[src/rtl/alu_exec_unit.sv]
// alu_exec_unit: ALU with a two-entry result FIFO and valid/ready handshakes on both sides.
module alu_exec_unit #(
    parameter int WIDTH = 32,
    parameter int DEPTH = 2
) (
    input  logic             clk,
    input  logic             rst_n,
    input  logic             in_valid,
    output logic             in_ready,
    input  logic [3:0]       Operation,
    input  logic [WIDTH-1:0] A,
    input  logic [WIDTH-1:0] B,
    output logic             out_valid,
    input  logic             out_ready,
    output logic [WIDTH-1:0] ALUResult,
    output logic             Zero,
    output logic             Illegal
);
    logic [WIDTH-1:0] res_mem [DEPTH];
    logic [DEPTH-1:0] zero_mem;
    logic [DEPTH-1:0] ill_mem;
    logic             wr_ptr;
    logic             rd_ptr;
    logic [1:0]       count;
    logic             ready_en;
    logic [WIDTH-1:0] alu_res;
    logic             alu_ill;
    logic             push;
    logic             pop;

    // ready_en keeps in_ready low through reset and for the first edge after release
    assign in_ready  = ready_en & (count < 2'd2);
    assign out_valid = count != 2'd0;
    assign push      = in_valid & in_ready;
    assign pop       = out_valid & out_ready;
    assign ALUResult = res_mem[rd_ptr];
    assign Zero      = zero_mem[rd_ptr];
    assign Illegal   = ill_mem[rd_ptr];

    // Decode the operation; unsupported codes yield a zero result flagged illegal
    always_comb begin
        alu_res = '0;
        alu_ill = 1'b0;
        case (Operation)
            4'b0000: alu_res = A & B;
            4'b0001: alu_res = A | B;
            4'b0010: alu_res = A + B;
            4'b0110: alu_res = A - B;
            4'b0111: alu_res = {{(WIDTH-1){1'b0}}, $signed(A) < $signed(B)};
            4'b1100: alu_res = A ^ B;
            default: alu_ill = 1'b1;
        endcase
    end

    // FIFO storage, pointers and occupancy; reset clears every entry so outputs read zero
    always_ff @(posedge clk or negedge rst_n) begin
        if (!rst_n) begin
            for (int i = 0; i < DEPTH; i++) res_mem[i] <= '0;
            zero_mem <= '0;
            ill_mem  <= '0;
            wr_ptr   <= 1'b0;
            rd_ptr   <= 1'b0;
            count    <= 2'd0;
            ready_en <= 1'b0;
        end else begin
            ready_en <= 1'b1;
            if (push) begin
                res_mem[wr_ptr]  <= alu_res;
                zero_mem[wr_ptr] <= alu_res == '0;
                ill_mem[wr_ptr]  <= alu_ill;
                wr_ptr           <= ~wr_ptr;
            end
            if (pop) rd_ptr <= ~rd_ptr;
            count <= count + {1'b0, push} - {1'b0, pop};
        end
    end
endmodule
[config.mk]
export PLATFORM = sky130hd
export DESIGN_NAME = alu_exec_unit
export DESIGN_NICKNAME = d
export VERILOG_FILES = /design/src/rtl/alu_exec_unit.sv
export SDC_FILE = /design/constraint.sdc
export NUM_CORES = 1
export LEC_CHECK = 0
export CORE_MARGIN = 1.5
export CORE_UTILIZATION = 45
export CTS_CLUSTER_SIZE = 24
export DETAILED_ROUTE_END_ITERATION = 12
export PLACE_DENSITY_LB_ADDON = 0.1
export SLEW_MARGIN = 20
export SYNTH_ARGS = -nofsm -noshare
export SYNTH_HDL_FRONTEND = slang
export SYNTH_SLANG_ARGS = --single-unit
[constraint.sdc]
create_clock -name clk -period 5.6 [get_ports clk]
set_clock_uncertainty 0.2 [all_clocks]
set_input_delay 1.4 -clock clk [delete_from_list [all_inputs] [get_ports clk]]
set_output_delay 1.4 -clock clk [all_outputs]
set_load 0.03 [all_outputs]
==> results of run 1 <==
==> tightest hold or removal path, delay by kind of cell, from the launching register on <==
family / cells / cell delay, ns
simple gates: 1 / 0.04
flops: 1 / 0.34
compound gates: 1 / 0.06
==> layout by cell type, fill, tap and decap left out, types with 12 or more instances in the layout <==
cell type,Yosys,final
clkdlybuf4s50_1,0,105
nand2_1,146,146
ha_1,103,103
nand4_1,12,12
a211oi_1,12,12
and3_1,17,17
nor2_1,75,74
mux2_2,39,39
inv_1,115,115
buf_4,3,66
nor3_1,28,27
o31ai_1,12,12
mux2i_1,26,26
nor2b_1,27,27
o21ai_0,113,113
a31oi_1,15,15
o21a_1,13,13
a21oi_1,90,90
o211ai_1,15,15
nand3_1,36,35
nor4_1,16,16
a21o_1,12,12
dfrtp_1,73,72
==> per-layer routing <==
layer / routed length (um) / track usage, %
met4: 327 / 5.30
met5: 0 / 0
met2: 13900 / 45.0
met3: 2380 / 3.58
met1: 15300 / 44.6
==> state kept, by name, indices dropped and copies added (netlist names) <==
name and count:
ready_en 1, count 2, ill_mem 2, wr_ptr 1, rd_ptr 1, zero_mem 2, res_mem 64
==> worst max path at each step <==
| stage | to | cells past startpoint |
|---|---|---|
| CTS | zero_mem[1] | 15 |
| global route | zero_mem[1] | 15 |
| finish | zero_mem[1] | 14 |
| detailed placement | zero_mem[1] | 14 |
| global placement | zero_mem[1] | 13 |
| floorplan | zero_mem[0] | 14 |
==> through the flow <==
stage | area (sq um) | hold WS (ns) | total power, mW | setup WS [ns] | utilization, %
after global placement | 11000 | 0.254 | 2.71 | 0.150 | 53.9
final | 11300 | 0.273 | 3.36 | 0.352 | 55.5
after CTS | 11300 | 0.276 | 3.37 | 0.393 | 55.5
after detailed placement | 11000 | 0.261 | 2.74 | 0.0965 | 53.9
after global routing | 11300 | 0.296 | 3.58 | 0.0191 | 55.5
after floorplan | 9410 | 0.242 | 2.06 | 1.13 | -
==> logic make-up after synthesis <==
family	Yosys count
and+or+nand+nor	424
AOI/OAI and AO/OA	388
buffers and inverters	192
adders and majority gates	105
DFF	73
muxes	66
xor gates and xnor gates	5
other	1
==> area by class of cell <==
class / instances / area [sq um]
clock buffers: 10 / 229
multi-input cells: 989 / 6820
repair buffers: 173 / 1560
flip-flops and latches: 73 / 1830
well taps: 270 / 338
fillers: 1980 / 9060
clock inverters: 6 / 92.6
inverters: 116 / 435
==> power breakdown <==
part           total, mW  switching [mW]  leakage [nW]  internal [mW]
logic               1.82            1.03          4.05          0.789
clock network      0.614           0.222         0.149          0.391
registers          0.926           0.168         0.948          0.758
total               3.36            1.42          5.14           1.94
==> results.yml, run 1 <==
synth:
  synth_top_family_by_area: "compound AO/OA/AOI/OAI gates"
  synth_xor_area_share_pct: 0.466
  yosysMostFrequentCell: "nand2_1"
  ys_types: 96
  synth-seq-area-share_pct: 19.4
  ys.flop_type: "dfrtp_1"
  synth_edf_count: 0
  synth_compound_area_share_pct: 27.5
  syn-mean-instance-area_sq_um: 7.50
  synth.top_cell.area_share_pct: 19.4
  synth_seq_cells: 73
  synthArstFlopShare_pct: 100
  synth_nets: 1431
  synthTopCellsByArea: "dfrtp_1, ha_1, o21ai_0, nand2_1, a21oi_1"
  synth-warning-count: 0
  synth.area.mux_share_pct: 7.60
  synthSimpleGateAreaFrac_pct: 22.7
  postSynthCellCount: 1254
  synthAdderAreaFrac_pct: 14.1
  yosys-top-cells-count: "nand2_1, inv_1, o21ai_0, ha_1, a21oi_1"
  synth_area_sq_mm: 0.00941
  synth_top_area_cell: "dfrtp_1"
cts:
  clock_sinks: 73
  tritoncts: "yes"
  h-tree-depth: 3
  cts.clk_slew.worst_paths_ns: 0.06
  postCtsSetupBuffers: 0
  post_cts_resized: 0
  cts_buffers: 9
  clockBufferDepth: 2
  root_buffer: "clkbuf_16"
  hold_buffers: 0
  insertion_delay_ns: 0.33
critical_path:
  regToRegSetupSlack_ns: 3.26
  cp.buffers_inverters: 3
  worst_ep_arrival_time_ns: 5.27
  critPathLaunch: "A[6]"
  crit_family: "compound AO/OA/AOI/OAI gates"
  critPathMostFrequentCell: "o31ai_1"
  max_stage_delay_ns: 0.54
  worstSetupPathType: "in -> reg"
  critPathRequiredTime_ns: 5.62
  crit_path_end_kind: "flop"
  slowest_stage: "clkdlybuf4s50_1"
  reg2reg_to: "res_mem[29]"
  r2r_cells: 5
  path_cells: "clkdlybuf4s50_1, inv_1, ha_1, nor2b_1, o21ai_0, a21oi_1, o31ai_1, buf_4, nand2_2, a31oi_1, mux2_4, a221oi_2, nand3_1, o31ai_1"
  cp_max_fo: 11
  startpoint_type: "primary input"
  r2r-start: "count[1]"
floorplanning:
  initial_core_util_pct: 46.2
  core_sq_mm: 0.0204
  die_h_um: 148
  pin_count: 108
  dieArea_sq_mm: 0.0218
  die_w_um: 148
  num_rows: 52
grt:
  grt_max_degree: 65
  antenna_found_initial: 0
  grtUsageTotal_pct: 29.5
  grt_pass1_vias: 9067
  overflow: 0
  grt_pass1_wl_mm: 50.9
cells_and_area:
  layout-drive-gt1-share_pct: 12.4
  finalNonFillerCells: 1637
  synthToLayoutAreaGrowth_pct: 20.2
  final_net_count: 1539
  antenna_cells: 0
pwr:
  peakVddDrop_mv: 0.172
  power.density_mw_per_mm2: 297
  leakage_nw: 5.14
drt:
  vias_per_cell: 5.98
  ant_nets: 0
  drt-total-wl_mm: 31.9
  drcViolationCount: 0
  vias: 9786
  dr.first_iter.drc_count: 906
  dr.pass1.iters: 5
  wl_per_cell_um: 19.5
sta:
  rsz0062_at_grt: "false"
  max_slew_margin_pct: 40.4
  slew_violations: 0
  tns_ns: 0
  finalCritPeriodShare_pct: 93.7
  hold_viol: 0
  worst_pin_slew_ns: 0.893
  setup-violations-final: 0
  max_freq_ghz: 0.191
  fin_crit_ns: 5.25
worst_hold_path:
  min_delay_worst_endpoint: "res_mem[37]"
  hold_depth: 2
  hold_class: "reg -> reg"
  min_from: "res_mem[37]"
place:
  placedCellCount: 1621
  place_hpwl_mm: 25.3
  routabilityCongestion: 0.953
  numPortBuffers: 107
job:
  max-cap-violations: 0
status:
  outcome: "complete, no violations"
Power figures use the tool's default switching activity.
==> run 2: changes to the inputs <==
CORE_MARGIN = 8   (was 1.5)
==> run 2 against run 1 <==
  * Combinational power increased by 3%
  * Final area about the same
  * Register-to-register slack about the same
==> results.yml, run 2 (synthesis results as in run 1) <==
worst_hold_path:
  hold_class: "reg -> reg"
  min_from: "res_mem[44]"
  min_delay_worst_endpoint: "res_mem[44]"
  hold_depth: 2
cells_and_area:
  fillers: 2095
  final_net_count: 1535
  synthToLayoutAreaGrowth_pct: 20.1
  regArea_sq_mm: 0.00183
  top_register: "res_mem"
  layout-drive-gt1-share_pct: 12.0
  antenna_cells: 0
  layout_commonest_cell: "nand2_1"
  largest_reg_flops: 64
  multi_input_area_sq_mm: 0.00682
  layout.cells.most_common_list: "nand2_1, inv_1, o21ai_0"
drt:
  dr.first_iter.drc_count: 1028
  wl_met1_mm: 14.8
  wl_per_cell_um: 19.4
  drt-total-wl_mm: 31.8
  vias: 9899
  ant_nets: 0
  met2_wirelength_mm: 13.8
  highest_layer: "met4"
  drcViolationCount: 0
  dr.pass1.iters: 6
  vias_per_cell: 6.04
  wl_met3_mm: 2.59
critical_path:
  worst_ep_arrival_time_ns: 5.20
  path_cells: "clkdlybuf4s50_1, ha_1, inv_1, fa_1, nor2b_1, o311ai_2, a211oi_1, o21ai_1, a211oi_1, a311o_1, nor2_1, and4_1, nand4_1, o31ai_1"
  critPathRequiredTime_ns: 5.61
  critPathMostFrequentCell: "a211oi_1"
  cp_max_fo: 6
  crit_path_end_kind: "flop"
  slowest_stage: "clkdlybuf4s50_1"
  crit_family: "compound AO/OA/AOI/OAI gates"
  worstSetupPathType: "in -> reg"
  reg2reg_to: "res_mem[24]"
  r2r_cells: 5
  startpoint_type: "primary input"
  max_stage_delay_ns: 0.52
  cp.buffers_inverters: 2
  regToRegSetupSlack_ns: 3.25
  r2r-start: "count[1]"
sta:
  finalCritPeriodShare_pct: 92.7
  max_freq_ghz: 0.193
  hold_viol: 0
  rsz0062_at_grt: "false"
  fin_crit_ns: 5.19
  max_slew_margin_pct: 39.4
  worst_pin_slew_ns: 0.908
  slew_violations: 0
  setup-violations-final: 0
  tns_ns: 0
  whs_ns: 0.272
floorplanning:
  die_h_um: 161
  pin_count: 108
  dieArea_sq_mm: 0.0258
  core_sq_mm: 0.0208
  initial_core_util_pct: 45.3
  die_w_um: 161
  num_rows: 53
pwr:
  p_switching_mw: 1.41
  peakVddDrop_mv: 0.184
  swShare_pct: 42.7
  power.density_mw_per_mm2: 293
  combPwrFrac_pct: 56.9
  clockPowerShare_pct: 16.7
  internal-power_mw: 1.90
  seq_power_share_pct: 26.3
  leakage_nw: 5.13
cts:
  root_buffer: "clkbuf_16"
  cts_buffers: 9
  clock_sinks: 73
  clockBufferDepth: 2
  insertion_delay_ns: 0.32
  post_cts_resized: 0
  h-tree-depth: 3
  cts.clk_slew.worst_paths_ns: 0.05
  hold_buffers: 0
  postCtsSetupBuffers: 0
  tritoncts: "yes"
grt:
  grt_pass1_wl_mm: 50.7
  antenna_found_initial: 0
  overflow: 0
  grt_pass1_vias: 9335
  grtUsageTotal_pct: 23.9
  grt_max_degree: 74
place:
  place_hpwl_mm: 25.1
  numPortBuffers: 107
  routabilityCongestion: 1.04
status:
  outcome: "complete, no violations"
job:
  max-cap-violations: 0
## run 2: final cells by class
class	count	area share, %
timing repair buffer	169	14.0
multi-input combinational	989	60.4
inverter	116	3.85
clock inverter	6	0.609
clock buffer	10	2.03
tap	275	3.04
sequential	73	16.2
## run 2: how the worst max path moves through the flow
| stage | start | cells after the start | to | slack [ns] |
|---|---|---|---|---|
| finish | B[0] | 14 | zero_mem[1] | 0.41 |
| global placement | A[0] | 15 | zero_mem[1] | 0.15 |
| global route | B[0] | 14 | zero_mem[1] | 0.02 |
| detailed placement | B[0] | 14 | zero_mem[1] | 0.12 |
| floorplan | A[0] | 14 | zero_mem[0] | 1.13 |
| CTS | B[0] | 14 | zero_mem[1] | 0.41 |
## run 2: power groups by stage
| stage | clock network, mW | registers (mW) | logic [mW] |
|---|---|---|---|
| 2_1_floorplan | 0 | 0.844 | 1.22 |
| 3_3_place_gp | 0 | 0.868 | 1.86 |
| 3_5_place_dp | 0 | 0.880 | 1.87 |
| 4_1_cts | 0.573 | 0.871 | 1.88 |
| 5_1_grt | 0.592 | 0.899 | 2.04 |
| 6_report | 0.554 | 0.871 | 1.88 |
## run 2: stage by stage
stage | cells | setup WS (ns) | power (mW) | utilization, % | area, sq um
after floorplan | 1254 | 1.13 | 2.06 | - | 9410
after global routing | 1638 | 0.0216 | 3.53 | 54.4 | 11300
after detailed placement | 1622 | 0.118 | 2.75 | 53.0 | 11000
final | 1638 | 0.411 | 3.31 | 54.4 | 11300
after global placement | 1622 | 0.147 | 2.73 | 53.0 | 11000
after CTS | 1638 | 0.407 | 3.33 | 54.4 | 11300
## run 2: layer usage
metal / global-route usage, % / up-vias
li1: - / 4710
met1: 34.1 / 4667
met2: 37.2 / 475
met3: 2.97 / 47
met4: 6.24 / 0
met5: 0 / -
## run 2: worst reg2reg max path, delay by kind of cell (launching register included)
family | cells | cell delay, ns
buffers and inverters | 1 | 0.50
AOI/OAI and AO/OA | 1 | 0.07
and+or+nand+nor | 3 | 1.02
DFF | 1 | 0.41
